<file path="config.mk">
export PLATFORM = sky130hd
export DESIGN_NAME = uart_tx_sched
export DESIGN_NICKNAME = d
export VERILOG_FILES = /design/src/rtl/uart_tx_sched.sv
export SDC_FILE = /design/constraint.sdc
export NUM_CORES = 1
export LEC_CHECK = 0
export CORE_ASPECT_RATIO = 1.2
export CORE_MARGIN = 1
export CORE_UTILIZATION = 30
export DETAILED_ROUTE_END_ITERATION = 8
export MAX_ROUTING_LAYER = met4
export PLACE_DENSITY_LB_ADDON = 0.1
export SETUP_SLACK_MARGIN = 0.2
export SLEW_MARGIN = 20
export SYNTH_ARGS = -nofsm -noshare
export SYNTH_HDL_FRONTEND = slang
export SYNTH_SLANG_ARGS = --single-unit
</file>
<file path="constraint.sdc">
create_clock -name clk -period 2.45 [get_ports clk]
set_input_delay 0.49 -clock clk [delete_from_list [all_inputs] [get_ports clk]]
set_output_delay 0.49 -clock clk [all_outputs]
set_load 0.01 [all_outputs]
</file>
<file path="src/rtl/uart_tx_sched.sv">
// Transmit scheduler for a UART byte transmitter.
// Round-robin arbitration between two valid/ready byte sources. The granted
// byte is held on tx_data for the whole frame and a send strobe is generated.
// The transmitter busy flag is followed through one frame, with a timeout if
// busy never rises. An idle gap is inserted before the next grant.
module uart_tx_sched #(
    parameter int WRSIG_LEN    = 2,   // strobe length in cycles (1..15)
    parameter int BUSY_TIMEOUT = 16,  // cycles from strobe start to busy (8..255)
    parameter int GAP_CYCLES   = 4    // idle cycles after a frame (0..255)
) (
    input  logic        clk,
    input  logic        rst_n,
    input  logic        enable,
    input  logic        req0_valid,
    input  logic [7:0]  req0_data,
    output logic        req0_ready,
    input  logic        req1_valid,
    input  logic [7:0]  req1_data,
    output logic        req1_ready,
    input  logic        tx_busy,
    output logic [7:0]  tx_data,
    output logic        tx_wrsig,
    output logic        err_timeout,
    output logic [15:0] sent_cnt
);

    typedef enum logic [2:0] {
        ST_ARB,
        ST_STROBE,
        ST_WAIT_BUSY,
        ST_WAIT_DONE,
        ST_GAP
    } state_t;

    // Terminal counts; cnt runs from strobe start, so the timeout compares
    // against the same counter that times the strobe.
    localparam logic [7:0] WRSIG_LAST   = 8'(WRSIG_LEN - 1);
    localparam logic [7:0] TIMEOUT_LAST = 8'(BUSY_TIMEOUT - 1);
    localparam logic [7:0] GAP_LAST     = (GAP_CYCLES == 0) ? 8'd0 : 8'(GAP_CYCLES - 1);

    state_t      state_q, state_d;
    logic [7:0]  tx_data_q, tx_data_d;
    logic        tx_wrsig_q, tx_wrsig_d;
    logic        err_timeout_q, err_timeout_d;
    logic [15:0] sent_cnt_q, sent_cnt_d;
    logic        last_grant_q, last_grant_d;
    logic [7:0]  cnt_q, cnt_d;
    logic        busy_seen_q, busy_seen_d;

    logic        eligible;
    logic        sel1;
    logic        grant_any;

    // Arbitration: requester 1 wins if it is the only one valid, or if both
    // are valid and requester 0 was granted last. Readies are masked in reset.
    always_comb begin
        eligible   = enable & ~tx_busy;
        sel1       = req1_valid & (~req0_valid | ~last_grant_q);
        grant_any  = rst_n & (state_q == ST_ARB) & eligible & (req0_valid | req1_valid);
        req0_ready = grant_any & ~sel1;
        req1_ready = grant_any & sel1;
    end

    // Next-state and next-output computation for the frame sequencer.
    always_comb begin
        state_d       = state_q;
        tx_data_d     = tx_data_q;
        tx_wrsig_d    = tx_wrsig_q;
        err_timeout_d = 1'b0;
        sent_cnt_d    = sent_cnt_q;
        last_grant_d  = last_grant_q;
        cnt_d         = cnt_q;
        busy_seen_d   = busy_seen_q;
        case (state_q)
            ST_ARB: begin
                if (grant_any) begin
                    tx_data_d    = sel1 ? req1_data : req0_data;
                    last_grant_d = sel1;
                    tx_wrsig_d   = 1'b1;
                    cnt_d        = 8'd0;
                    busy_seen_d  = 1'b0;
                    state_d      = ST_STROBE;
                end
            end
            ST_STROBE: begin
                cnt_d = cnt_q + 8'd1;
                if (tx_busy) begin
                    busy_seen_d = 1'b1;
                end
                if (cnt_q >= WRSIG_LAST) begin
                    tx_wrsig_d = 1'b0;
                    state_d    = (busy_seen_q | tx_busy) ? ST_WAIT_DONE : ST_WAIT_BUSY;
                end
            end
            ST_WAIT_BUSY: begin
                cnt_d = cnt_q + 8'd1;
                if (tx_busy) begin
                    state_d = ST_WAIT_DONE;
                end else if (cnt_q >= TIMEOUT_LAST) begin
                    // Transmitter never started: drop the byte, do not count it.
                    err_timeout_d = 1'b1;
                    cnt_d         = 8'd0;
                    state_d       = ST_GAP;
                end
            end
            ST_WAIT_DONE: begin
                if (!tx_busy) begin
                    sent_cnt_d = sent_cnt_q + 16'd1;
                    cnt_d      = 8'd0;
                    state_d    = ST_GAP;
                end
            end
            ST_GAP: begin
                if (cnt_q >= GAP_LAST) begin
                    cnt_d   = 8'd0;
                    state_d = ST_ARB;
                end else begin
                    cnt_d = cnt_q + 8'd1;
                end
            end
            default: begin
                state_d = ST_ARB;
            end
        endcase
    end

    // State and registered outputs; reset abandons any frame in flight.
    always_ff @(posedge clk or negedge rst_n) begin
        if (!rst_n) begin
            state_q       <= ST_ARB;
            tx_data_q     <= 8'd0;
            tx_wrsig_q    <= 1'b0;
            err_timeout_q <= 1'b0;
            sent_cnt_q    <= 16'd0;
            last_grant_q  <= 1'b1;
            cnt_q         <= 8'd0;
            busy_seen_q   <= 1'b0;
        end else begin
            state_q       <= state_d;
            tx_data_q     <= tx_data_d;
            tx_wrsig_q    <= tx_wrsig_d;
            err_timeout_q <= err_timeout_d;
            sent_cnt_q    <= sent_cnt_d;
            last_grant_q  <= last_grant_d;
            cnt_q         <= cnt_d;
            busy_seen_q   <= busy_seen_d;
        end
    end

    assign tx_data     = tx_data_q;
    assign tx_wrsig    = tx_wrsig_q;
    assign err_timeout = err_timeout_q;
    assign sent_cnt    = sent_cnt_q;

endmodule

</file>
After elaboration in Yosys (flattened, before gate mapping)
Index checks and enable logic that the tools add are counted.
- register bits after elaboration: 39
- word-level logic and storage cells: 70
- add/subtract/negate cells: 2
- $lt $le $gt $ge: 3
- equality and inequality tests: 10
- multiplexer cells: 24
- bitwise operators: 14
- reductions and logical operators: 9
- operators with widths (operator ; number):
    $mux W8 ; 6
    $pmux W8 S5 ; 1
    $mux W3 ; 6
    $add A16 B1 Y16 const B ; 1
    $pmux W3 S5 ; 1
    $ne A2 B2 Y1 const B ; 5
    $reduce_and A3 Y1 ; 3
    $add A8 B1 Y8 const B ; 1
    $ge A8 B1 Y1 const B ; 1
    $ge A8 B2 Y1 const B ; 1
    $ge A8 B4 Y1 const B ; 1
    $mux W1 ; 8
    $and A1 B1 Y1 ; 7
    $eq A3 B2 Y1 const B ; 2
    $reduce_and A5 Y1 ; 1
    $reduce_bool A5 Y1 ; 1
    $not A1 Y1 ; 4
    $pmux W1 S2 ; 2
    $reduce_and A2 Y1 ; 2
    $eq A3 B1 Y1 const B ; 1
    $eq A3 B3 Y1 const B ; 1
    $logic_not A3 Y1 ; 1
    $ne A3 B3 Y1 const B ; 1
    $or A1 B1 Y1 ; 3
    $reduce_bool A2 Y1 ; 1

Depth between registers and ports, before layout
Gate-level depths: netlist of run 1.
- word-level depth: 6
- mapped depth: 7

Worst setup path before layout of run 1
OpenSTA, ideal clock, no wires.
- path kind: flip-flop to flip-flop
- start: register cnt_q[4]
- end: register state_q[0]
- data arrival time: 1.873 ns
- data required time: 2.322 ns
- setup slack: 0.449 ns
- cell stages (with the launch flop): 6
- path buffers: 0
- clock period less this slack: 2.001 ns
- cell sequence: dfrtp_1 or4_4 or2_4 o32ai_4 o21bai_1 mux2_1
- longest elaborated chain between the ends: 3
- elaborated cells on any way between the ends: 7
- classes of those cells: 3 x order compare; 3 x eq/ne; 1 x reduce/logical
- RTL lines (what ; RTL line ; RTL):
    start: declaration ; 47 ; logic [7:0] cnt_q, cnt_d;
    start signal: assignment ; 145 ; cnt_q <= cnt_d;
    $ge A8 B4 Y1 (tied with other cells) ; 99 ; end else if (cnt_q >= TIMEOUT_LAST) begin
    $ne A3 B3 Y1 (no line) or $ne A2 B2 Y1 (tied branches) ; n/a ;
    $reduce_and A5 Y1 (no line) (*) ; n/a ;
    end signal: assignment ; 139 ; state_q <= state_d;
    end: declaration ; 41 ; state_t state_q, state_d;
Mark *: on every way between the ends. The rest lies on a longest branch, timed or not.
A chain may end at the register's enable or synchronous reset.

Worst setup path after layout of run 1
- start: input req0_valid
- end: output req0_ready
- longest elaborated chain between the ends: 5
- elaborated cells on any way between the ends: 7
- classes of those cells: 7 x bitwise
- RTL lines (what ; RTL line ; RTL):
    start: declaration ; 14 ; input logic req0_valid,
    $not A1 Y1 ; 58 ; sel1 = req1_valid & (~req0_valid | ~last_grant_q);
    $or A1 B1 Y1 ; 58 ;
    $and A1 B1 Y1 ; 58 ;
    $not A1 Y1 ; 60 ; req0_ready = grant_any & ~sel1;
    $and A1 B1 Y1 (*) ; 60 ;
    end: declaration ; 16 ; output logic req0_ready,
Marked as above.

==> impl_metrics.json, run 1 <==
{
  "status": "finished clean",
  "antenna_left": 0,
  "fmax_mhz": 472,
  "cp.arrival_ns": 1.63,
  "cts_buffers": 5,
  "setup_viol": 0,
  "crit_family": "buffers and inverters",
  "routed_wl_um": 4650,
  "grt_max_degree": 40,
  "via_count": 1703,
  "crit_fanout": 2,
  "layout_setup_ws_ns": 0.330,
  "final_core_util": 0.433,
  "die_y_um": 92.5,
  "grt-ovfl-total": 0,
  "netlist-cell-type-count": 45,
  "synth-seq-cells": 39,
  "synthToLayoutAreaGrowth_pct": 38.0,
  "grt_pass1_vias": 1724,
  "hold_buffers": 0,
  "num-nets-final": 292,
  "dp_slack_ns": -0.0375,
  "rsz0062_at_grt": "no",
  "diodes": 0,
  "syn_nets": 231,
  "critPathMaxStageDelay_ns": 0.49,
  "num_rows": 32,
  "crit_required_ns": 1.96,
  "antenna_found_initial": 0,
  "die_w_um": 77.5,
  "crit_buf_inv": 3,
  "ys_async_sr_fraction": 1.00,
  "core-area_mm2": 0.00653,
  "clock_latency_ns": 0.30,
  "drive_gt1_frac": 0.124,
  "slowest_stage": "clkdlybuf4s50_1",
  "cts_root_buf": "clkbuf_8",
  "htree_levels": 2,
  "initial_utilization": 0.314,
  "synth_area_mm2": 0.00205,
  "min_period_ns": 2.12,
  "drt-pass1-iter-count": 4,
  "peakVddDrop_uv": 369,
  "die_area_mm2": 0.00717,
  "cts_sinks": 39,
  "path_cells": "clkdlybuf4s50_1 > o211ai_1 > nor2_1 > buf_4 > nand2_1 > nor3_2 > buf_2",
  "clockBufferDepth": 2,
  "vias_per_cell": 4.84,
  "ys_warn_count": 0,
  "clkTransAtPathRegs_ns": 0.09,
  "io_pins": 50,
  "maxSlewViolCount": 0,
  "gp_congestion": 0.742,
  "finClkSkew_ns": 0.00723,
  "yosysSeqAreaShare": 0.477,
  "drcViolationCount": 0,
  "critPathKind": "in -> out",
  "routedWlPerCell_um": 13.2,
  "maxCapViolations": 0,
  "power_density_mw_per_mm2": 1020,
  "cts_tree": "built",
  "synth_edf_count": 0,
  "io_buffer_count": 49,
  "worst_pin_slew_ns": 0.515,
  "avgSynthCellArea_um2": 10.0,
  "drt-initial-drc-count": 45,
  "min_period_over_period": 0.865,
  "grt_pass1_wl_um": 7940,
  "syn_inst": 205,
  "min_path_type": "in -> async",
  "worst_setup_path_start_kind": "input port",
  "synthFlopType": "dfrtp_1",
  "relSlewSlack": 0.657,
  "hold_viol": 0,
  "p_leak_uw": 0.00123,
  "worst_setup_path_end_kind": "output port",
  "grtUsageTotal": 0.148,
  "dpl.hpwl_um": 3330
}
cell usage after synthesis, drive strengths merged (2+ instances only):
cell	instances	area, um2
a221oi	2	17.5
xnor2	12	105
inv	7	26.3
buf	2	10.0
or2	2	15.0
mux2i	8	80.1
clkbuf	7	26.3
nand3	9	45.0
nor2	21	78.8
a22oi	2	15.0
mux2	2	22.5
and2	3	18.8
nor3b	3	22.5
and3	5	31.3
o31ai	6	45.0
ha	4	50.1
nand2	8	30.0
or3	2	12.5
o21ai	6	30.0
nand2b	8	50.1
a31oi	3	18.8
dfrtp	38	951
nand4	4	25.0
a21oi	16	80.1
a21o	4	30.0
nor3	2	10.0
xor2	3	26.3
metrics by stage:
stage / area, um2 / power (uW) / hold WS, ns / TNS, ns / instances
final: 2830 / 2880 / 0.299 / 0 / 352
after global routing: 2830 / 3100 / 0.349 / 0 / 352
after CTS: 2830 / 2920 / 0.340 / 0 / 352
after detailed placement: 2700 / 2330 / 0.471 / -0.0375 / 343
after global placement: 2700 / 2330 / 0.464 / -0.0264 / 343
after floorplan: 2050 / 1790 / 0.194 / 0 / 205
per-layer routing:
metal / vias up / track usage / share of wire / routed length (um)
met5: - / - / 0 / 0
met4: 0 / 0.0660 / 0.019 / 88
met3: 7 / 0.0296 / 0.032 / 149
met2: 34 / 0.234 / 0.46 / 2140
met1: 814 / 0.183 / 0.49 / 2270
li1: 848 / - / - / -
power breakdown:
group | switching, uW | leakage, uW | total, uW | internal (uW)
clock | 256 | 0.0000587 | 565 | 309
sequential | 178 | 0.000501 | 1010 | 830
combinational | 653 | 0.000668 | 1310 | 656
total | 1090 | 0.00123 | 2880 | 1790
path summary, 6_finish.rpt:
path                                          startpoint                        to  slack [ns]  depth (start not counted)
max in group asynchronous                          rst_n  last_grant_q$_DFFE_PN1P_        1.77                          2
worst max register to register      cnt_q[4]$_DFFE_PN0P_    state_q[0]$_DFFE_PN0P_        0.42                          5
min in group clk                sent_cnt[15]$_DFFE_PN0P_  sent_cnt[15]$_DFFE_PN0P_        0.48                          1
worst max-delay path                          req0_valid                req0_ready        0.33                          7
worst min-delay path                               rst_n   sent_cnt[5]$_DFFE_PN0P_        0.30                          2
worst min register to register  sent_cnt[15]$_DFFE_PN0P_  sent_cnt[15]$_DFFE_PN0P_        0.48                          1
sequential cells by signal, summed over array words and instances, names as in the netlist:
| name | count |
|---|---|
| busy_seen_q | 1 |
| err_timeout | 1 |
| state_q | 3 |
| tx_wrsig | 1 |
| cnt_q | 8 |
| tx_data | 8 |
| sent_cnt | 16 |
| last_grant_q | 1 |
cell usage in the layout (no fill, tap or decap), types with 8 or more instances in the layout:
| cell type | instances |
|---|---|
| a21oi_1 | 16 |
| mux2i_1 | 8 |
| buf_4 | 14 |
| nand2_1 | 8 |
| nand2b_1 | 8 |
| clkdlybuf4s50_1 | 46 |
| dfrtp_1 | 38 |
| nand3_1 | 9 |
| nor2_1 | 21 |
| xnor2_1 | 12 |
kinds of logic after synthesis:
family / synth area share
xor+xnor: 0.0641
fa+ha+maj: 0.0244
mux: 0.0501
simple gates: 0.198
buf+inv: 0.0305
flops: 0.477
compound gates: 0.156
area by class of cell:
cell class / instances / area [um2]
multi-input combinational: 150 / 1020
timing repair buffer: 63 / 584
clock buffer: 5 / 68.8
inverter: 7 / 26.3
fill: 625 / 3700
clock inverter: 3 / 47.5
tap: 85 / 106
sequential: 39 / 977
timing repair:
item,4_1_cts,5_1_grt
pin swaps,1,1
hold endpoints to repair,0,0
resized for setup,3,4
setup endpoints to repair,2,1
cloned,0,0
buffers inserted,1,0
Power figures use the tool's default switching activity.
==> run 2: changes to the inputs <==
--- a/config.mk
+++ b/config.mk
@@ -7,11 +7,13 @@
 export LEC_CHECK = 0
 export CORE_ASPECT_RATIO = 1.2
 export CORE_MARGIN = 1
-export CORE_UTILIZATION = 30
+export CORE_UTILIZATION = 45
+export CTS_CLUSTER_DIAMETER = 200
 export DETAILED_ROUTE_END_ITERATION = 8
 export MAX_ROUTING_LAYER = met4
 export PLACE_DENSITY_LB_ADDON = 0.1
 export SETUP_SLACK_MARGIN = 0.2
+export SKIP_CTS_REPAIR_TIMING = 1
 export SLEW_MARGIN = 20
 export SYNTH_ARGS = -nofsm -noshare
 export SYNTH_HDL_FRONTEND = slang
==> run 2 against run 1 <==
  * Clock skew increased by 0.0010 ns
  * Worst setup slack improved by 0.0037 ns
  * Register-to-register slack about the same
  * Largest power group unchanged
  * Die area decreased by 33%
  * Worst hold slack got worse by 0.039 ns
  * Largest cell class unchanged
  * Count of clock-buffer cells in the layout increased by 2
  * Sequential power about the same
  * Critical endpoint unchanged
==> impl_metrics.json, run 2 (synthesis results as in run 1) <==
{
  "status": "finished clean",
  "switchingPower_uw": 1020,
  "final_cell_mix": "clkdlybuf4s50_1 (46), dfrtp_1 (38), nor2_1 (20), a21oi_1 (16), buf_4 (14)",
  "antenna_found_initial": 0,
  "swShare": 0.380,
  "cts_root_buf": "clkbuf_8",
  "grt_max_degree": 40,
  "relSlewSlack": 0.670,
  "setup_viol": 0,
  "antenna_left": 0,
  "p_leak_uw": 0.00124,
  "seqPwrFrac": 0.376,
  "worst_setup_path_end_kind": "output port",
  "io_pins": 50,
  "routedWlPerCell_um": 13.2,
  "vias_per_cell": 5.26,
  "r2r_start": "cnt_q[4]$_DFFE_PN0P_",
  "die_area_mm2": 0.00483,
  "maxSlewViolCount": 0,
  "fin_area_mm2": 0.00276,
  "critPathKind": "in -> out",
  "drcViolationCount": 0,
  "via_count": 1699,
  "initial_utilization": 0.474,
  "cts_tree": "built",
  "synthToLayoutAreaGrowth_pct": 34.8,
  "rrSetupSlack_ns": 0.43,
  "grt_pass1_wl_um": 7470,
  "setup_tns_ns": 0,
  "clkTransAtPathRegs_ns": 0.08,
  "final_common_cell": "clkdlybuf4s50_1",
  "combPwrFrac": 0.468,
  "routed_wl_um": 4270,
  "min_period_over_period": 0.864,
  "finalPower_uw": 2690,
  "dpl_cell_area_mm2": 0.00267,
  "worst_setup_path_start_kind": "input port",
  "drt-initial-drc-count": 81,
  "num-nets-final": 292,
  "io_buffer_count": 49,
  "p_int_uw": 1670,
  "grt_pass1_vias": 1641,
  "die_y_um": 75.9,
  "gp_congestion": 0.760,
  "cts_sinks": 39,
  "drive_gt1_frac": 0.109,
  "htree_levels": 2,
  "num_rows": 26,
  "drt-pass1-iter-count": 4,
  "power_density_mw_per_mm2": 973,
  "clockBufferDepth": 2,
  "diodes": 0,
  "fmax_mhz": 472,
  "min_path_type": "in -> async",
  "cts_buffers": 5,
  "clock_latency_ns": 0.29,
  "cp.arrival_ns": 1.63,
  "peakVddDrop_uv": 578,
  "crit_fanout": 3,
  "worst_pin_slew_ns": 0.495,
  "largest_reg_flops": 16,
  "p_clk_frac": 0.155,
  "rr_endpoint": "state_q[0]$_DFFE_PN0P_",
  "dpl.hpwl_um": 3140,
  "maxCapViolations": 0,
  "grtUsageTotal": 0.199,
  "die_w_um": 63.6,
  "fill_cells": 380,
  "core-area_mm2": 0.00433,
  "hold_viol": 0,
  "grt-ovfl-total": 0,
  "crit_required_ns": 1.96,
  "rsz0062_at_grt": "no",
  "min_period_ns": 2.12,
  "rr_worst_depth": 5,
  "finClkSkew_ns": 0.00823
}
-- run 2: cell count changes in the layout (fill, tap and decap cells not counted), sizes merged --
cell	previous run	this run
clkbuf	5	7
dlymetal6s2s	0	2
buf	16	15
bufinv	1	0
dlygate4sd2	1	0
inv	8	7
-- run 2: area by class of cell --
| cell class | instances | area, um2 | share of cell area |
|---|---|---|---|
| multi-input combinational | 150 | 1010 | 0.366 |
| sequential | 39 | 977 | 0.354 |
| timing repair buffer | 63 | 596 | 0.216 |
| clock buffer | 7 | 76.3 | 0.0276 |
| tap | 56 | 70.1 | 0.0254 |
| inverter | 7 | 26.3 | 0.00951 |
| clock inverter | 1 | 5.00 | 0.00181 |
-- run 2: power by group through the flow --
stage | logic (uW) | clock network [uW] | registers (uW)
3_3_place_gp | 1250 | 0 | 1020
6_report | 1260 | 417 | 1010
3_5_place_dp | 1260 | 0 | 1020
2_1_floorplan | 775 | 0 | 1010
4_1_cts | 1270 | 427 | 1010
5_1_grt | 1400 | 460 | 1040
-- run 2: worst max-delay path by stage --
stage                              start                     end  cells past startpoint
floorplan           cnt_q[4]$_DFFE_PN0P_  state_q[0]$_DFFE_PN0P_                      5
global placement              req0_valid              req0_ready                      6
detailed placement            req0_valid              req0_ready                      6
CTS                           req0_valid              req0_ready                      6
global route                  req1_valid              req0_ready                      6
finish                        req0_valid              req0_ready                      6
-- run 2: critical path, cell delays in order --
cell and delay [ns]:
clkdlybuf4s50_1 0.48, o211ai_1 0.11, nor2_2 0.15, nand2_1 0.10, nor3_1 0.13, dlymetal6s2s_1 0.18
-- run 2: per-stage QoR --
stage                     setup WS, ns  utilization  hold slack [ns]  std cells
after floorplan                  0.449            -            0.194        205
after global placement         -0.0374        0.616            0.461        314
after detailed placement       -0.0759        0.616            0.464        314
after CTS                      -0.0784        0.635            0.290        322
after global routing             0.217        0.639            0.324        323
final                            0.333        0.639            0.260        323
-- run 2: routing by layer --
| metal | up-vias | share of wire | global-route usage |
|---|---|---|---|
| li1 | 851 | - | - |
| met1 | 812 | 0.44 | 0.241 |
| met2 | 34 | 0.52 | 0.334 |
| met3 | 2 | 0.031 | 0.0437 |
| met4 | 0 | 0.0045 | 0.0477 |
| met5 | - | 0 | - |
==> run 3: changes to the inputs <==
--- a/config.mk
+++ b/config.mk
@@ -6,7 +6,6 @@
 export NUM_CORES = 1
 export LEC_CHECK = 0
 export CORE_ASPECT_RATIO = 1.2
-export CORE_MARGIN = 1
 export CORE_UTILIZATION = 45
 export CTS_CLUSTER_DIAMETER = 200
 export DETAILED_ROUTE_END_ITERATION = 8
@@ -14,7 +13,6 @@
 export PLACE_DENSITY_LB_ADDON = 0.1
 export SETUP_SLACK_MARGIN = 0.2
 export SKIP_CTS_REPAIR_TIMING = 1
-export SLEW_MARGIN = 20
 export SYNTH_ARGS = -nofsm -noshare
 export SYNTH_HDL_FRONTEND = slang
 export SYNTH_SLANG_ARGS = --single-unit
==> results of run 3 <==
Same layout as run 2: the final DEF is identical, and so are final timing and power.
